[config.mk]
export PLATFORM = sky130hd
export DESIGN_NAME = quadrature_decoder
export DESIGN_NICKNAME = d
export VERILOG_FILES = /design/src/rtl/quadrature_decoder.sv
export SDC_FILE = /design/constraint.sdc
export NUM_CORES = 1
export LEC_CHECK = 0
export CAP_MARGIN = 0
export CORE_ASPECT_RATIO = 1.2
export CORE_UTILIZATION = 45
export CTS_BUF_LIST = sky130_fd_sc_hd__clkbuf_4
export CTS_CLUSTER_DIAMETER = 120
export DETAILED_ROUTE_END_ITERATION = 16
export GPL_ROUTABILITY_DRIVEN = 0
export GPL_TIMING_DRIVEN = 0
export PLACE_DENSITY = 0.7
export SETUP_SLACK_MARGIN = 0.4
export SKIP_LAST_GASP = 1
export SLEW_MARGIN = 0
export SYNTH_ARGS = -nofsm -noshare
export SYNTH_HDL_FRONTEND = slang
export SYNTH_SLANG_ARGS = --single-unit
[constraint.sdc]
create_clock -name clk -period 4.6 [get_ports clk]
set_input_delay 0.92 -clock clk [delete_from_list [all_inputs] [get_ports clk]]
set_output_delay 0.92 -clock clk [all_outputs]
set_load 0.02 [all_outputs]
[src/rtl/quadrature_decoder.sv]
// Quadrature decoder: turns debounced A/B phases into a signed position count,
// a per-count step pulse, a direction flag and a sticky illegal-transition flag.
module quadrature_decoder #(
  parameter int CNT_WIDTH = 8,
  parameter bit WRAP      = 1'b1
) (
  input  logic                        clk,
  input  logic                        reset,
  input  logic                        enc_a,
  input  logic                        enc_b,
  input  logic                        clear,
  input  logic [1:0]                  res_sel,
  output logic signed [CNT_WIDTH-1:0] count,
  output logic                        step,
  output logic                        dir,
  output logic                        err
);
  typedef enum logic {UNPRIMED, TRACK} state_t;

  localparam logic signed [CNT_WIDTH-1:0] CNT_MAX  = {1'b0, {(CNT_WIDTH-1){1'b1}}};
  localparam logic signed [CNT_WIDTH-1:0] CNT_MIN  = {1'b1, {(CNT_WIDTH-1){1'b0}}};
  localparam logic signed [CNT_WIDTH-1:0] CNT_ONE  = {{(CNT_WIDTH-1){1'b0}}, 1'b1};
  localparam logic signed [CNT_WIDTH-1:0] CNT_ZERO = '0;

  // Successor of a phase pair along the forward (count-up) Gray sequence.
  function automatic logic [1:0] fwd_next(input logic [1:0] s);
    case (s)
      2'b00:   return 2'b01;
      2'b01:   return 2'b11;
      2'b11:   return 2'b10;
      default: return 2'b00;
    endcase
  endfunction

  state_t                        state_q, state_d;
  logic [1:0]                    prev_ab_q, prev_ab_d;
  logic signed [CNT_WIDTH-1:0]   count_q, count_d;
  logic                          step_q, step_d;
  logic                          dir_q, dir_d;
  logic                          err_q, err_d;

  logic [1:0] ab, delta;
  logic       legal, illegal, is_up, qual;

  assign ab      = {enc_a, enc_b};
  assign delta   = ab ^ prev_ab_q;
  assign legal   = ^delta;
  assign illegal = &delta;
  assign is_up   = (fwd_next(prev_ab_q) == ab);

  // Resolution filter keys off the post-transition pair.
  always_comb begin
    case (res_sel)
      2'd0:    qual = (ab == 2'b00);
      2'd1:    qual = (ab[1] == ab[0]);
      default: qual = 1'b1;
    endcase
  end

  always_comb begin
    state_d   = state_q;
    prev_ab_d = ab;
    count_d   = count_q;
    step_d    = 1'b0;
    dir_d     = dir_q;
    err_d     = err_q;
    case (state_q)
      UNPRIMED: state_d = TRACK;
      TRACK: begin
        // A transition coinciding with clear is dropped entirely.
        if (!clear) begin
          if (illegal) begin
            err_d = 1'b1;
          end else if (legal && qual) begin
            dir_d = is_up;
            if (is_up) begin
              if (count_q != CNT_MAX) begin
                count_d = count_q + CNT_ONE;
                step_d  = 1'b1;
              end else if (WRAP) begin
                count_d = CNT_MIN;
                step_d  = 1'b1;
              end
            end else begin
              if (count_q != CNT_MIN) begin
                count_d = count_q - CNT_ONE;
                step_d  = 1'b1;
              end else if (WRAP) begin
                count_d = CNT_MAX;
                step_d  = 1'b1;
              end
            end
          end
        end
      end
      default: state_d = UNPRIMED;
    endcase
    if (clear) begin
      count_d = CNT_ZERO;
      err_d   = 1'b0;
    end
  end

  // Being in TRACK is what marks prev_ab_q as primed.
  always_ff @(posedge clk) begin
    if (reset) begin
      state_q   <= UNPRIMED;
      prev_ab_q <= 2'b00;
      count_q   <= CNT_ZERO;
      step_q    <= 1'b0;
      dir_q     <= 1'b0;
      err_q     <= 1'b0;
    end else begin
      state_q   <= state_d;
      prev_ab_q <= prev_ab_d;
      count_q   <= count_d;
      step_q    <= step_d;
      dir_q     <= dir_d;
      err_q     <= err_d;
    end
  end

  assign count = count_q;
  assign step  = step_q;
  assign dir   = dir_q;
  assign err   = err_q;
endmodule

# Word level (Yosys, flattened, before mapping)
# Index checks and enable logic that the tools add are counted.
[word_totals]
in_bits = 7
word_cells = 37
register_bits = 14
output_inout_bits = 11
[classes]
n_bitwise = 4
muxes = 7
eq_ne = 7
reduce_logical = 11
add_sub_neg = 2
[ops]
columns = ["cell", "count"]
rows = [
  ["8-bit two-way mux", 3],
  ["8-bit inequality test, second input constant", 2],
  ["8-bit by 2-bit adder with 8-bit output, second input constant", 1],
  ["8-bit by 2-bit subtractor with 8-bit output, second input constant", 1],
  ["2-bit logical NOT", 3],
  ["2-bit one-hot mux with 3 select lines", 1],
  ["3-bit AND reduction", 2],
  ["2-bit by 1-bit equality test with 1-bit output, second input constant", 2],
  ["4-bit AND reduction", 1],
  ["4-bit OR reduction", 1],
  ["1-bit NOT", 3],
  ["2-bit equality test", 1],
  ["2-bit equality test, second input constant", 1],
  ["1-bit two-way mux", 2],
  ["1-bit one-hot mux with 2 select lines", 1],
  ["2-bit AND reduction", 1],
  ["2-bit OR reduction", 1],
  ["2-bit XOR reduction", 1],
  ["2-bit bitwise XOR", 1],
  ["1-bit equality test", 1],
  ["1-bit logical AND", 1],
]

# Longest topological paths before layout
# Gate-level depths: netlist (run 1).
[logic_depth]
ltp_word = 4
mapped_depth = 8

# Least setup slack after synthesis (run 1)
# No wires, ideal clock.
[synth_path]
path_kind = "input to register"
start = "input port enc_a"
end = "register count_q[5], in the netlist count[5]"
setup_time_ns = 0.127
path_slack_ns = 2.299
t_arrival_ns = 2.174
path_stages = 7
required_ns = 4.473
cell_sequence = "inv_1 > ha_1 > nor2b_1 > o311a_1 > nand3_1 > a21oi_1 > or3_1"
[synth_between]
elab_chain_len = 4
elab_cells_between_ends = 11
cone_classes = "2 x eq/ne; 2 x mux; 2 x bitwise; 5 x reduce/logical"
[synth_lines]
columns = ["element", "line_no", "text"]
rows = [
  ["start: declaration", "9", "input logic enc_a,"],
  ["1-bit equality test, or another cell as far along", "55", "2'd1: qual = (ab[1] == ab[0]);"],
  ["1-bit one-hot mux with 2 select lines, or another cell as far along", "53", "case (res_sel)"],
  ["1-bit logical AND or 1-bit NOT (tied branches)", "-", ""],
  ["3-bit AND reduction (no source line)", "-", ""],
  ["end signal: assignment", "116", "count_q <= count_d;"],
  ["end: declaration", "37", "logic signed [CNT_WIDTH-1:0] count_q, count_d;"],
]
# Several ways; a longest one is shown, not always the timed one.
# A chain may end at the register's enable or synchronous reset.

# Worst setup path in the final report (run 1)
[layout_path]
start = "input port enc_b"
end = "register count_q[6], in the netlist count[6]"
[layout_between]
elab_chain_len = 4
elab_cells_between_ends = 11
cone_classes = "2 x eq/ne; 2 x mux; 2 x bitwise; 5 x reduce/logical"
[layout_lines]
columns = ["element", "line_no", "text"]
rows = [
  ["start: declaration", "10", "input logic enc_b,"],
  ["1-bit equality test, or another cell as far along", "55", ""],
  ["1-bit one-hot mux with 2 select lines, or another cell as far along", "53", ""],
  ["1-bit logical AND or 1-bit NOT (tied branches)", "-", ""],
  ["3-bit AND reduction (no source line)", "-", ""],
]
# Several ways; a longest one is shown, not always the timed one.

==> results.json, run 1 <==
{
  "routedWlPerCell_um": 14.4,
  "grt_max_degree": 11,
  "hold_end": "err$_SDFFE_PP0P_",
  "clkLatencyLatePin_ps": 280,
  "min_from": "err$_SDFFE_PP0P_",
  "clock_sinks": 14,
  "synth-main-ff-cell": "dfxtp_1",
  "setup_viol_count_final": 0,
  "synth_cells": 132,
  "r2r_cells": 7,
  "synth_warnings": 0,
  "root_buffer": "clkbuf_4",
  "htreeDepth": 1,
  "finalHoldViolations": 0,
  "fin_crit_sh": 0.602,
  "portBuffers": 17,
  "grt_pass1_wl_mm": 4.22,
  "fin_skew_ps": 4.10,
  "holdPathStages": 2,
  "drtIter0Drc": 65,
  "synth_cell_type_count": 39,
  "clock.fmax_ghz": 0.361,
  "numCtsBuffers": 3,
  "drc_errors": 0,
  "ant_nets": 0,
  "start_util": 0.486,
  "num_antenna_cells": 0,
  "die_area_sq_um": 2460,
  "synth-edff-count": 0,
  "cts_tree": "yes",
  "viasPerCell": 6.00,
  "core_area_sq_um": 2090,
  "slew_viol_final": 0,
  "rsz0062_at_grt": "false",
  "routed_wl_mm": 2.62,
  "yosys_register_bits": 14,
  "cp_max_fo": 10,
  "std_cell_rows": 18,
  "end_kind": "register",
  "async_flop_share": 0,
  "outcome": "finished clean",
  "placed_area_sq_um": 1230,
  "area_delta_synth_final_pct": 22.6,
  "fin_ws_ps": 1830,
  "r2r-end": "count[5]$_SDFFE_PP0P_",
  "io_pins": 18,
  "vias": 1092,
  "reg2reg_from": "count[0]$_SDFFE_PP0P_",
  "synth_compound_area_frac": 0.256,
  "layout-drive-gt1-share": 0.0855,
  "syn_nets": 144,
  "dp_hpwl_mm": 1.89,
  "tightest_slew_ps": 488,
  "n_fill_cell": 205,
  "synth_fa_ha_area_frac": 0.0614,
  "p_per_area_nw_per_um2": 235,
  "antenna_found_initial": 0,
  "multi_input_area_sq_um": 674,
  "grt-ovfl-total": 0,
  "cts_resized": 0,
  "synth_top_family_by_area": "simple AND/OR/NAND/NOR gates",
  "synth-xor-area-share": 0.0430,
  "drt-pass1-iter-count": 4,
  "fin_nets": 166,
  "min_period_ps": 2770,
  "post-cts-setup-buffers": 0,
  "fin_tns_setup_ps": 0,
  "hp-class": "reg -> reg",
  "fin_util": 0.596,
  "postLayoutCellArea_sq_um": 1250,
  "startpoint_type": "input pin",
  "fp.dieW_um": 45.4,
  "worst-endpoint-required_ps": 4770,
  "crit_arrival_ps": 2940,
  "cts.path.max_buffers": 2,
  "vdd_drop_max_mv": 0.155,
  "dieHeight_um": 54.1,
  "synth-seq-area-share": 0.275,
  "cap_viol_max_count": 0,
  "clk_pin_slew_ps": 80,
  "place_ws_ps": 1540,
  "r2r_setup_slack_ps": 2660,
  "synth_simple_gate_area_share": 0.302,
  "grt_pass1_vias": 941,
  "hold_buffers": 0,
  "grt_util_all_layers": 0.238,
  "postSynthAreaPerCell_sq_um": 7.72,
  "synthMuxAreaShare": 0,
  "maxSlewHeadroom": 0.674,
  "critPathKind": "in -> reg",
  "leakage_nw": 0.425,
  "synth_area_sq_um": 1020,
  "final-seq-area_sq_um": 280
}
through the flow:
stage,cells,hold slack [ps],total power (W)
3_5_place_dp,179,462,0.000226
4_1_cts,182,482,0.000293
6_report,182,473,0.000294
2_1_floorplan,132,463,0.000197
3_3_place_gp,179,454,0.000224
5_1_grt,182,493,0.000311
cells in the mapped netlist, drive strengths merged (2+ instances only):
| cell type | number | area (sq um) |
|---|---|---|
| or3 | 3 | 18.8 |
| a31oi | 3 | 18.8 |
| a21oi | 11 | 55.1 |
| o21ai | 8 | 40.0 |
| inv | 7 | 26.3 |
| o21a | 3 | 22.5 |
| nor3 | 8 | 51.3 |
| nor2 | 12 | 45.0 |
| nand3 | 5 | 25.0 |
| nor2b | 5 | 31.3 |
| dfxtp | 14 | 280 |
| xnor2 | 2 | 17.5 |
| o2111ai | 2 | 17.5 |
| a211oi | 3 | 22.5 |
| or2 | 3 | 18.8 |
| buf | 4 | 26.3 |
| xor2 | 3 | 26.3 |
| clkbuf | 3 | 11.3 |
| nor4 | 4 | 25.0 |
| ha | 5 | 62.6 |
| nand2 | 9 | 33.8 |
cells by family (layout without fill, tap and decap cells):
family,after synthesis,count (layout)
AND/OR/NAND/NOR,55,55
adder cells (fa/ha/maj),5,5
AO/OA/AOI/OAI,39,39
XOR/XNOR,5,5
buffers and inverters,14,34
flip-flops,14,14
final cells by class:
type                    instances  share of cell area
plain buffers                   7              0.0301
clock buffers                   3              0.0180
inverters                       7              0.0210
multi-input cells             104               0.540
flip-flops and latches         14               0.224
well taps                      30              0.0301
repair buffers                 17               0.136
placed cells by master, fill, tap and decap left out, types with 3 or more instances in the layout:
master and instances:
clkdlybuf4s50_1 17, dfxtp_1 14, nor2_1 12, a21oi_1 11, nand2_1 9, o21ai_0 8, inv_1 7, nor3_1 7
nand3_1 5, nor2b_1 5, ha_1 5, nor4_1 4, xor2_1 3, clkbuf_1 3, buf_2 3, a31oi_1 3
or3_1 3, a211oi_1 3, o21a_1 3, clkbuf_4 3
worst max-delay path by stage:
stage               startpoint                     to  cells past startpoint  slack [ps]
global placement         enc_a  count[5]$_SDFFE_PP0P_                      8        1580
finish                   enc_b  count[6]$_SDFFE_PP0P_                      9        1830
CTS                      enc_b  count[6]$_SDFFE_PP0P_                      9        1830
detailed placement       enc_a  count[6]$_SDFFE_PP0P_                      9        1540
floorplan                enc_a  count[5]$_SDFFE_PP0P_                      7        2300
global route             enc_a  count[3]$_SDFFE_PP0P_                      8        1710
where the power goes:
group	switching (W)	total (W)	internal, W	leakage [nW]
logic	0.0000506	0.0000921	0.0000416	0.297
registers	0.00000598	0.000132	0.000126	0.114
clock network	0.0000393	0.0000698	0.0000304	0.0138
sequential cells by signal, indices dropped and copies added (netlist names):
| register | flops |
|---|---|
| step | 1 |
| dir | 1 |
| count | 8 |
| err | 1 |
| prev_ab_q | 2 |
| state_q | 1 |
worst max-delay path, cell delays in order:
cell	delay [ps]
clkdlybuf4s50_1	540
inv_1	80
ha_1	270
nor2b_1	50
o311ai_2	470
buf_2	310
a21oi_1	60
o21ai_0	180
a21oi_1	60
metal layers:
layer,GRT usage,share of wire
met1,0.290,0.42
met5,0,0
met3,0.0302,0.078
met2,0.407,0.49
met4,0.111,0.015
Power figures use the tool's default switching activity.
==> inputs of run 2 (changes only) <==
--- a/config.mk
+++ b/config.mk
@@ -13,7 +13,7 @@
 export DETAILED_ROUTE_END_ITERATION = 16
 export GPL_ROUTABILITY_DRIVEN = 0
 export GPL_TIMING_DRIVEN = 0
-export PLACE_DENSITY = 0.7
+export PLACE_DENSITY = 0.73
 export SETUP_SLACK_MARGIN = 0.4
 export SKIP_LAST_GASP = 1
 export SLEW_MARGIN = 0
==> constraint.sdc (replaced) <==
create_clock -name clk -period 2.3 [get_ports clk]
set_input_delay 0.46 -clock clk [delete_from_list [all_inputs] [get_ports clk]]
set_output_delay 0.46 -clock clk [all_outputs]
set_load 0.02 [all_outputs]
==> run 2 against run 1 <==
Wire length rose by 4.5%. Power up 110%. Combinational power rose by 110%. Die area unchanged. Clock skew down 3.1 ps. Non-clock buffer count unchanged. Via count increased by 2.7%. Setup slack worse by 1400 ps. Clock power grew 110%. Core utilization grew 3.1 points. Highest routed layer unchanged.
==> results.json, run 2 (synthesized netlist as in run 1, its figures left out) <==
{
  "clk_pin_slew_ps": 90,
  "use_met1": 0.296,
  "fin_skew_ps": 1.02,
  "die_area_sq_um": 2460,
  "clock.fmax_ghz": 0.549,
  "grt_pass1_wl_mm": 4.42,
  "setup_viol_count_final": 0,
  "tightest_slew_ps": 404,
  "io_pins": 18,
  "place_ws_ps": -307,
  "antenna_found_initial": 0,
  "cts.path.max_buffers": 2,
  "hp-class": "in -> reg",
  "r2r_setup_slack_ps": 540,
  "leakage_nw": 0.471,
  "use_met3": 0.0336,
  "end_kind": "output port",
  "cts_tree": "yes",
  "min_from": "enc_a",
  "busiest_layer": "met2",
  "r2r-end": "count[7]$_SDFFE_PP0P_",
  "postLayoutCellArea_sq_um": 1310,
  "crit_buf_inv": 1,
  "fin_ws_ps": 478,
  "mostFrequentLayoutCells": "clkdlybuf4s50_1, nor2_1, a21oi_1, dfxtp_1, nand2_1",
  "routedWlPerCell_um": 14.9,
  "hold_buffers": 0,
  "grt-ovfl-total": 0,
  "reg2reg_from": "prev_ab_q[1]$_SDFF_PP0_",
  "placed_area_sq_um": 1230,
  "multi_input_area_sq_um": 733,
  "min_period_ps": 1820,
  "largest_reg_flops": 8,
  "hold_end": "prev_ab_q[1]$_SDFF_PP0_",
  "layout-drive-gt1-share": 0.170,
  "area_delta_synth_final_pct": 29.0,
  "outcome": "finished clean",
  "dp_hpwl_mm": 1.91,
  "drc_errors": 0,
  "routed_wl_mm": 2.73,
  "vias": 1121,
  "crit_arrival_ps": 1360,
  "grt_max_degree": 11,
  "rsz0062_at_grt": "false",
  "ant_nets": 0,
  "clkLatencyLatePin_ps": 290,
  "grt_pass1_vias": 1011,
  "start_util": 0.486,
  "post-cts-setup-buffers": 0,
  "p_per_area_nw_per_um2": 465,
  "final-seq-area_sq_um": 287,
  "fin_tns_setup_ps": 0,
  "startpoint_type": "register",
  "n_fill_cell": 197,
  "root_buffer": "clkbuf_4",
  "fin_crit_sh": 0.792,
  "std_cell_rows": 18,
  "final_common_cell": "clkdlybuf4s50_1",
  "portBuffers": 17,
  "core_area_sq_um": 2090,
  "holdPathStages": 3,
  "maxSlewHeadroom": 0.730,
  "clock_sinks": 14,
  "cp_slowest_stage_delay_ps": 640,
  "worst-endpoint-required_ps": 1840,
  "drtIter0Drc": 36,
  "numCtsBuffers": 3,
  "vdd_drop_max_mv": 0.319,
  "use_met2": 0.419,
  "r2r_cells": 7,
  "fin_nets": 166,
  "fin_util": 0.627,
  "slew_viol_final": 0,
  "viasPerCell": 6.13,
  "finalHoldViolations": 0,
  "cp_slowest_cell": "clkdlybuf4s50_1",
  "grt_util_all_layers": 0.253,
  "htreeDepth": 1,
  "crit_family": "buffers and inverters",
  "critPathKind": "reg -> out",
  "dieHeight_um": 54.1,
  "cp_max_fo": 4,
  "crit_chain": "clkdlybuf4s50_1",
  "cap_viol_max_count": 0,
  "drt-pass1-iter-count": 5,
  "fin_total_pwr_w": 0.000610,
  "num_antenna_cells": 0,
  "fp.dieW_um": 45.4
}
run 2: layer usage:
layer / routed length, um / up-vias
li1: - / 527
met1: 1100 / 531
met2: 1350 / 53
met3: 181 / 10
met4: 108 / 0
met5: 0 / -
run 2: report_power, final:
group | internal [W] | leakage (nW) | switching [W]
Combinational | 0.0000903 | 0.340 | 0.000107
Sequential | 0.000252 | 0.116 | 0.0000116
Clock | 0.0000632 | 0.0154 | 0.0000864
Total | 0.000405 | 0.471 | 0.000205
run 2: what timing repair did:
action / 4_1_cts / 5_1_grt
gates resized for setup: 15 / 9
endpoints found under the hold margin: 0 / 0
endpoints found under the setup margin: 12 / 9
run 2: through the flow:
stage / hold slack, ps / cells
after floorplan: 463 / 132
after CTS: 484 / 183
final: 463 / 183
after global placement: 454 / 179
after detailed placement: 463 / 179
after global routing: 472 / 183
run 2: how the worst max path moves through the flow:
stage | slack (ps) | cells past startpoint | to | from
global route | 410 | 6 | count[5]$_SDFFE_PP0P_ | res_sel[0]
detailed placement | -310 | 8 | count[7]$_SDFFE_PP0P_ | enc_a
CTS | 400 | 8 | count[7]$_SDFFE_PP0P_ | enc_b
global placement | -250 | 8 | count[5]$_SDFFE_PP0P_ | enc_a
finish | 480 | 1 | count[2] | count[2]$_SDFFE_PP0P_
floorplan | 430 | 7 | count[5]$_SDFFE_PP0P_ | count[0]$_SDFFE_PP0P_
run 2: final cells by class:
class / count / area share
multi-input combinational: 104 / 0.558
sequential: 14 / 0.218
timing repair buffer: 17 / 0.124
buffer: 7 / 0.0314
tap: 30 / 0.0286
inverter: 7 / 0.0200
clock buffer: 3 / 0.0171
clock inverter: 1 / 0.00286
run 2: worst reg2reg max path, stage by stage, from the launching register on:
cell and delay, ps:
dfxtp_1 340, xor2_1 180, ha_1 190, nor2b_2 190, o311ai_4 170, buf_4 210
nor4_4 300, nor3_1 70
